--- src/rtl/arbiter_pkg.sv ---
// Shared types and default sizing for the round-robin arbiter.
package arbiter_pkg;

  typedef enum logic [1:0] {
    IDLE  = 2'd0,
    GRANT = 2'd1,
    GAP   = 2'd2
  } state_t;

  localparam int unsigned DEF_NUM_REQ  = 4;
  localparam int unsigned DEF_MAX_HOLD = 8;

endpackage

--- src/rtl/rr_pick.sv ---
// Round-robin priority search: first set req bit at or above ptr, wrapping.
module rr_pick
  import arbiter_pkg::*;
#(
  parameter int unsigned NUM_REQ = DEF_NUM_REQ
) (
  input  logic [NUM_REQ-1:0]         req,
  input  logic [$clog2(NUM_REQ)-1:0] ptr,
  output logic [$clog2(NUM_REQ)-1:0] winner,
  output logic                       valid
);

  localparam int unsigned IW = $clog2(NUM_REQ);

  int unsigned idx;

  always_comb begin
    winner = '0;
    valid  = 1'b0;
    idx    = 0;
    for (int unsigned i = 0; i < NUM_REQ; i++) begin
      idx = 32'(ptr) + i;
      if (idx >= NUM_REQ) idx = idx - NUM_REQ;
      if (!valid && req[IW'(idx)]) begin
        valid  = 1'b1;
        winner = IW'(idx);
      end
    end
  end

endmodule

--- src/rtl/rr_arbiter.sv ---
// Round-robin arbiter with per-grant hold limit, release on done/req-drop/timeout,
// and a one-cycle gap between grants.
module rr_arbiter
  import arbiter_pkg::*;
#(
  parameter int unsigned NUM_REQ  = DEF_NUM_REQ,
  parameter int unsigned MAX_HOLD = DEF_MAX_HOLD
) (
  input  logic                       clk,
  input  logic                       rst,
  input  logic [NUM_REQ-1:0]         req,
  input  logic [NUM_REQ-1:0]         done,
  output logic [NUM_REQ-1:0]         gnt,
  output logic [$clog2(NUM_REQ)-1:0] gnt_id,
  output logic                       busy,
  output logic                       timeout
);

  localparam int unsigned IW = $clog2(NUM_REQ);
  localparam int unsigned CW = $clog2(MAX_HOLD + 1);

  state_t          state;
  logic [IW-1:0]   ptr;
  logic [CW-1:0]   cnt;
  logic [IW-1:0]   pick_id_c;
  logic            pick_valid_c;
  logic [CW-1:0]   cnt_inc_c;
  logic            done_hit_c;
  logic            req_drop_c;
  logic            cnt_hit_c;

  rr_pick #(.NUM_REQ(NUM_REQ)) u_pick (
    .req    (req),
    .ptr    (ptr),
    .winner (pick_id_c),
    .valid  (pick_valid_c)
  );

  // Release causes for the current grantee; the counter only counts while granted.
  always_comb begin
    cnt_inc_c  = cnt + CW'(1);
    done_hit_c = done[gnt_id];
    req_drop_c = !req[gnt_id];
    cnt_hit_c  = (cnt_inc_c == CW'(MAX_HOLD));
  end

  always_ff @(posedge clk or posedge rst) begin
    if (rst) begin
      state   <= IDLE;
      ptr     <= '0;
      cnt     <= '0;
      gnt     <= '0;
      gnt_id  <= '0;
      busy    <= 1'b0;
      timeout <= 1'b0;
    end else begin
      timeout <= 1'b0;
      case (state)
        IDLE: begin
          if (pick_valid_c) begin
            state  <= GRANT;
            gnt    <= NUM_REQ'(1) << pick_id_c;
            gnt_id <= pick_id_c;
            busy   <= 1'b1;
            cnt    <= '0;
            ptr    <= (pick_id_c == IW'(NUM_REQ - 1)) ? '0 : pick_id_c + IW'(1);
          end
        end
        GRANT: begin
          cnt <= (cnt == CW'(MAX_HOLD)) ? cnt : cnt_inc_c;
          if (done_hit_c || req_drop_c || cnt_hit_c) begin
            state   <= GAP;
            gnt     <= '0;
            busy    <= 1'b0;
            // An explicit release in the same cycle as expiry is not a timeout.
            timeout <= cnt_hit_c && !done_hit_c && !req_drop_c;
          end
        end
        GAP:     state <= IDLE;
        default: state <= IDLE;
      endcase
    end
  end

  

  

  

  

  

  

  

  

endmodule

--- config.mk ---
export PLATFORM = sky130hd
export DESIGN_NAME = rr_arbiter
export DESIGN_NICKNAME = d
export VERILOG_FILES = /design/src/rtl/arbiter_pkg.sv /design/src/rtl/rr_pick.sv /design/src/rtl/rr_arbiter.sv
export SDC_FILE = /design/constraint.sdc
export NUM_CORES = 1
export LEC_CHECK = 0
export ABC_AREA = 1
export CAP_MARGIN = 5
export CORE_MARGIN = 4
export CORE_UTILIZATION = 52
export CTS_BUF_LIST = sky130_fd_sc_hd__clkbuf_4 sky130_fd_sc_hd__clkbuf_8 sky130_fd_sc_hd__clkbuf_16
export DETAILED_ROUTE_END_ITERATION = 12
export PLACE_DENSITY = 0.78
export SLEW_MARGIN = 0
export SYNTH_ARGS = -nofsm -noshare
export SYNTH_HDL_FRONTEND = slang
export SYNTH_SLANG_ARGS = --single-unit
--- constraint.sdc ---
create_clock -name clk -period 2.6 [get_ports clk]
set_clock_uncertainty 0.05 [all_clocks]
set_input_delay 0.39 -clock clk [delete_from_list [all_inputs] [get_ports clk]]
set_output_delay 0.39 -clock clk [all_outputs]
set_load 0.01 [all_outputs]
==> impl_metrics.json, run 1 <==
{
  "number_of_nets_produced_by_synthesis": 171,
  "max_freq_mhz": 483,
  "io_buffer_count": 17,
  "power_switching_share_pct": 50.4,
  "finish.cell_count_without_fillers": 202,
  "via_count": 1015,
  "cts.sinks": 16,
  "worst-path-max-fanout": 7,
  "synth_area_leader_cell": "sky130_fd_sc_hd__dfrtp_1",
  "worst_relative_slew_slack_pct": 59.6,
  "grt_usage_pct": 18.3,
  "timing.final.hold_violations": 0,
  "r2r_setup_slack_ns": 0.53,
  "post_cts_hold_buffer_count": 0,
  "layout_common_cells": "59 x sky130_fd_sc_hd__nand2_1, 21 x sky130_fd_sc_hd__inv_1, 20 x sky130_fd_sc_hd__nand3_1",
  "ctsHtreeMaxLevel": 1,
  "yosysWarningCount": 0,
  "crit-reg2reg-launch": "ptr[0]$_DFFE_PP0P_",
  "postSynthCellCount": 155,
  "power.leakage_uw": 0.000713,
  "remaining_drc_errors": 0,
  "dp_cells": 198,
  "pwr-share-clk_pct": 10.4,
  "r2r.worst_path.cells": 11,
  "post-cts-setup-buffers": 0,
  "synth_sequential_area_ratio_pct": 37.0,
  "cts_made_buffers": 3,
  "power.density_mw_per_mm2": 1220,
  "tightestPinTransition_ns": 0.605,
  "finalSetupViolations": 0,
  "synthDistinctLibCells": 20,
  "final_worst_slack_ns": 0.529,
  "proportion_of_layout_cells_with_a_drive_suffix_above_1_pct": 9.14,
  "cp-end-kind": "flop",
  "synth_seq_cells": 16,
  "die-width_um": 53.6,
  "maximum_number_of_pins_on_one_net_before_global_route_repair": 17,
  "min_period_over_period_pct": 79.7,
  "min_period_ns": 2.07,
  "syn_area_mm2": 0.00108,
  "post_synth_main_area_contributors": "sky130_fd_sc_hd__dfrtp_1 37%, sky130_fd_sc_hd__nand2_1 20%, sky130_fd_sc_hd__nand3_1 9.2%, sky130_fd_sc_hd__inv_1 7.3%, sky130_fd_sc_hd__ha_1 6.9%",
  "synth.top_cell.area_share_pct": 37.0,
  "detailedRoute.firstPassIterationCount": 4,
  "sequentialPowerShare_pct": 26.4,
  "synthesis.area_per_instance_um2": 6.98,
  "first_global_vias": 952,
  "detail_route.vias_per_cell": 5.02,
  "cp_data_arrival_time_ns": 2.21,
  "internal_power_uw": 793,
  "main_flop_type_after_synthesis": "sky130_fd_sc_hd__dfrtp_1",
  "timing_worst_setup_path_type": "reg2reg",
  "mostFrequentLayoutCell": "sky130_fd_sc_hd__nand2_1",
  "grt.overflow.total": 0,
  "minimum_setup_slack_after_placement_ns": 0.252,
  "floorplan.initialDensity_pct": 55.2,
  "r2r-end": "ptr[1]$_DFFE_PP0P_",
  "insertedDiodeCount": 0,
  "cts.repair.resized": 0,
  "die-height_um": 53.6,
  "ir_drop_uv": 767,
  "rsz0062_at_grt": "no",
  "grt_pass1_wl_mm": 3.90,
  "max_cap_viol_count": 0,
  "timing_max_transition_violations_final": 0,
  "setup.worst_path.end": "ptr[1]$_DFFE_PP0P_",
  "die_area_mm2": 0.00288,
  "wirelength_routed_mm": 2.32,
  "fin_setup_tns_ns": 0,
  "clk_pin_slew_worst_paths_ns": 0.09,
  "drt_first_iter_violations": 27,
  "cts_tree": "yes",
  "cts-root-buf": "sky130_fd_sc_hd__clkbuf_4",
  "area.growth.synth_to_final_pct": 20.8,
  "placement_rows": 16,
  "clk_latency_ns": 0.29,
  "num_io_pins": 18,
  "cts.path.max_buffers": 2,
  "gpl.final_weighted_congestion": 0.922,
  "async_reset_ff_share_pct": 100,
  "design.final.nets": 192,
  "fillers": 179,
  "gate_power_share_pct": 63.2,
  "worstPathRequired_ns": 2.74,
  "post_drt_wl_per_cell_um": 11.5,
  "p_switching_uw": 805,
  "start_point_of_the_critical_path": "ptr[0]$_DFFE_PP0P_",
  "synth_edf_count": 0,
  "dp_hpwl_mm": 1.89,
  "grt_antenna_before_repair": 0,
  "run_status": "finished, final reports clean",
  "start_kind": "flop",
  "worstHoldPathType": "in2async",
  "drt.antenna.violating_nets": 0,
  "fp.coreArea_mm2": 0.00196
}
==> cells by family (layout without fill, tap and decap cells) <==
logic type / after synthesis / after routing / synth area share, %
buf+inv: 25 / 45 / 10.1
xor+xnor: 2 / 2 / 1.62
flops: 16 / 16 / 37.0
fa+ha+maj: 6 / 6 / 6.94
compound gates: 10 / 10 / 5.55
simple gates: 96 / 96 / 38.8
==> power by group through the flow <==
stage          Combinational, uW  Sequential [uW]  Clock (uW)
4_1_cts                     1010              422         171
6_report                    1010              422         166
3_5_place_dp                1010              425           0
2_1_floorplan                767              428           0
3_3_place_gp                 978              429           0
5_1_grt                     1160              435         182
==> routing by layer <==
layer | global-route usage [%] | vias up | wire [um]
met5 | 0 | - | 0
met4 | 6.81 | 0 | 0
met3 | 4.71 | 0 | 53
met2 | 30.8 | 18 | 1190
met1 | 22.4 | 473 | 1080
li1 | - | 524 | -
==> worst min-delay path by stage <==
stage | from | end | slack, ns
6_report | rst | state[1]$_DFFE_PP0P_ | 0.41
2_1_floorplan | rst | busy$_DFFE_PP0P_ | 0.25
3_5_place_dp | cnt[3]$_DFFE_PP0P_ | cnt[3]$_DFFE_PP0P_ | 0.41
4_1_cts | rst | state[1]$_DFFE_PP0P_ | 0.42
3_3_place_gp | busy$_DFFE_PP0P_ | busy$_DFFE_PP0P_ | 0.41
5_1_grt | busy$_DFFE_PP0P_ | busy$_DFFE_PP0P_ | 0.45
==> cell usage after synthesis, drive strengths merged, types with 2 or more instances <==
cell / instances
buf: 2
ha: 6
o211ai: 2
o21ai: 7
inv: 23
nand3: 21
dfrtp: 16
nor2: 7
nand4: 2
nand2: 65
==> per-stage QoR <==
stage	util [%]	hold WS, ns	power, uW	area (um^2)
2_1_floorplan	-	0.254	1190	1080
3_3_place_gp	64.8	0.405	1410	1270
3_5_place_dp	64.8	0.413	1440	1270
4_1_cts	66.6	0.424	1610	1310
5_1_grt	66.6	0.449	1770	1310
6_report	66.6	0.409	1600	1310
==> state kept, by name, indices dropped and copies added, names as in the netlist <==
register  cells
busy          1
cnt           4
gnt           4
gnt_id        2
ptr           2
state         2
timeout       1
==> final cells by class <==
| class | instances | area (um^2) | area share [%] |
|---|---|---|---|
| inverters | 23 | 86.3 | 6.60 |
| multi-input cells | 114 | 573 | 43.8 |
| repair buffers | 18 | 178 | 13.6 |
| well taps | 27 | 33.8 | 2.58 |
| flip-flops and latches | 16 | 400 | 30.6 |
| clock buffers | 4 | 36.3 | 2.78 |
==> worst max-delay path, stage by stage, from the launching register on <==
cell                      delay, ns
sky130_fd_sc_hd__dfrtp_1       0.44
sky130_fd_sc_hd__inv_1         0.20
sky130_fd_sc_hd__nand2_1       0.10
sky130_fd_sc_hd__nand3_1       0.13
sky130_fd_sc_hd__nand2_2       0.09
sky130_fd_sc_hd__nor2_4        0.15
sky130_fd_sc_hd__nand3_2       0.13
sky130_fd_sc_hd__nand3_1       0.18
sky130_fd_sc_hd__inv_1         0.09
sky130_fd_sc_hd__ha_1          0.29
sky130_fd_sc_hd__nand2_1       0.06
sky130_fd_sc_hd__o21ai_1       0.06
(Power assumes the default switching activity.)
==> run 2: changes to the inputs <==
clock period = 2 ns   (was 2.6 ns; I/O delays follow)
==> impl_metrics.json, run 2 (synthesized netlist as in run 1, its figures left out) <==
{
  "grt.overflow.total": 0,
  "insertedDiodeCount": 0,
  "max_freq_mhz": 535,
  "mostFrequentLayoutCell": "sky130_fd_sc_hd__nand2_1",
  "top_regs": "cnt: 4 flops, gnt: 4 flops",
  "timing_worst_setup_path_type": "reg2reg",
  "setup.worst_path.end": "gnt[1]$_DFFE_PP0P_",
  "run_status": "finished, final reports clean",
  "worst_relative_slew_slack_pct": 59.9,
  "power.density_mw_per_mm2": 1650,
  "grt_usage_pct": 18.8,
  "start_point_of_the_critical_path": "ptr[0]$_DFFE_PP0P_",
  "critPathTopFamily": "simple AND/OR/NAND/NOR gates",
  "drt_first_iter_violations": 26,
  "placement_rows": 16,
  "crit-reg2reg-launch": "ptr[0]$_DFFE_PP0P_",
  "first_global_vias": 950,
  "die-height_um": 53.6,
  "gpl.final_weighted_congestion": 0.846,
  "dp_cells": 207,
  "timing.final.hold_violations": 0,
  "clk_pin_slew_worst_paths_ns": 0.08,
  "max_cap_viol_count": 0,
  "tightestPinTransition_ns": 0.600,
  "floorplan.initialDensity_pct": 55.2,
  "layout_common_cells": "58 x sky130_fd_sc_hd__nand2_1, 20 x sky130_fd_sc_hd__inv_1, 17 x sky130_fd_sc_hd__nand3_1, 17 x sky130_fd_sc_hd__clkdlybuf4s50_1, 15 x sky130_fd_sc_hd__dfrtp_1",
  "detail_route.vias_per_cell": 4.95,
  "cts_tree": "yes",
  "worstHoldPathType": "in2async",
  "maximum_number_of_pins_on_one_net_before_global_route_repair": 17,
  "finalSetupViolations": 0,
  "die-width_um": 53.6,
  "remaining_drc_errors": 0,
  "grt_pass1_wl_mm": 3.95,
  "fillers": 172,
  "cts-root-buf": "sky130_fd_sc_hd__clkbuf_4",
  "dp_hpwl_mm": 1.93,
  "cts_made_buffers": 3,
  "timing_max_transition_violations_final": 0,
  "worstPathRequired_ns": 2.14,
  "num_io_pins": 18,
  "buf_inv_on_cp": 2,
  "io_buffer_count": 17,
  "min_period_ns": 1.87,
  "r2r_setup_slack_ns": 0.13,
  "r2r.worst_path.cells": 13,
  "drt.antenna.violating_nets": 0,
  "detailedRoute.firstPassIterationCount": 5,
  "crit_cells": 13,
  "path_common_cell": "sky130_fd_sc_hd__nand2_1",
  "design.final.nets": 201,
  "slowest_stage": "sky130_fd_sc_hd__dfrtp_2",
  "proportion_of_layout_cells_with_a_drive_suffix_above_1_pct": 16.4,
  "layout.core_utilization_pct": 70.5,
  "power.leakage_uw": 0.000757,
  "post_drt_wl_per_cell_um": 11.5,
  "via_count": 1039,
  "fp.coreArea_mm2": 0.00196,
  "min_period_over_period_pct": 93.5,
  "cts.sinks": 16,
  "wirelength_routed_mm": 2.43,
  "timing.critical_path.slowest_cell_delay_ns": 0.45,
  "start_kind": "flop",
  "cp_data_arrival_time_ns": 2.01,
  "die_area_mm2": 0.00288,
  "finish.cell_count_without_fillers": 210,
  "cp-end-kind": "flop",
  "worst-path-max-fanout": 6,
  "area.growth.synth_to_final_pct": 27.9,
  "grt_antenna_before_repair": 0,
  "post_cts_hold_buffer_count": 0,
  "clk_latency_ns": 0.29,
  "cp_cell_sequence": "buf_6, nand2_1, nand2_2, nand2_2, nand2_2, nor2_4, nand3_1, nand3_2, nand2_1, buf_4, ha_1, nand2_1, nand2_1",
  "ctsHtreeMaxLevel": 1,
  "cts.path.max_buffers": 2,
  "ir_drop_uv": 1030,
  "r2r-end": "gnt[1]$_DFFE_PP0P_"
}
[run 2: how the worst min path moves through the flow]
stage,start,end,slack (ns),depth (start not counted)
2_1_floorplan,rst,busy$_DFFE_PP0P_,0.16,1
3_3_place_gp,busy$_DFFE_PP0P_,busy$_DFFE_PP0P_,0.40,2
3_5_place_dp,busy$_DFFE_PP0P_,busy$_DFFE_PP0P_,0.41,2
4_1_cts,rst,busy$_DFFE_PP0P_,0.33,2
5_1_grt,rst,gnt[0]$_DFFE_PP0P_,0.37,2
6_report,rst,busy$_DFFE_PP0P_,0.32,2
[run 2: final cells by class]
cell class              count  area, um^2  area share, %
well taps                  27        33.8           2.44
inverters                  23        86.3           6.24
clock buffers               3        22.5           1.63
repair buffers             27         249           18.0
multi-input cells         114         591           42.7
flip-flops and latches     16         402           29.0
[run 2: per-layer routing]
metal	GRT usage (%)	vias to the layer above	wire [um]
met2	32.0	29	1250
met1	23.7	461	1060
met3	4.16	3	84
met5	0	-	0
li1	-	546	-
met4	5.53	0	29
[run 2: timing repair]
item | CTS | global route
setup endpoints to repair | 0 | 4
gates resized for setup | 0 | 7
setup buffers | 0 | 0
[run 2: report_power, final]
part           internal [uW]  total (uW)  leakage [uW]  switching (uW)
Sequential               446         562      0.000204             116
Clock                   70.1         164     0.0000138            93.9
Combinational            661        1550      0.000538             891
[run 2: stage by stage]
stage | instance area, um^2 | setup TNS [ns] | hold slack [ns] | power [uW] | setup WS, ns
detailed placement | 1340 | -0.523 | 0.412 | 2060 | -0.138
CTS | 1360 | 0 | 0.328 | 2240 | 0.0720
floorplan | 1080 | 0 | 0.164 | 1550 | 0.223
global route | 1380 | -0.0199 | 0.373 | 2540 | -0.0124
global placement | 1340 | -0.297 | 0.405 | 2030 | -0.0821
finish | 1380 | 0 | 0.320 | 2280 | 0.130
[run 2: worst reg2reg max path: stages, from the launching register on]
cell and delay [ns]:
sky130_fd_sc_hd__dfrtp_2 0.45, sky130_fd_sc_hd__buf_6 0.14, sky130_fd_sc_hd__nand2_1 0.06, sky130_fd_sc_hd__nand2_2 0.07, sky130_fd_sc_hd__nand2_2 0.09, sky130_fd_sc_hd__nand2_2 0.07
sky130_fd_sc_hd__nor2_4 0.14, sky130_fd_sc_hd__nand3_1 0.11, sky130_fd_sc_hd__nand3_2 0.08, sky130_fd_sc_hd__nand2_1 0.08, sky130_fd_sc_hd__buf_4 0.15, sky130_fd_sc_hd__ha_1 0.17
sky130_fd_sc_hd__nand2_1 0.06, sky130_fd_sc_hd__nand2_1 0.05
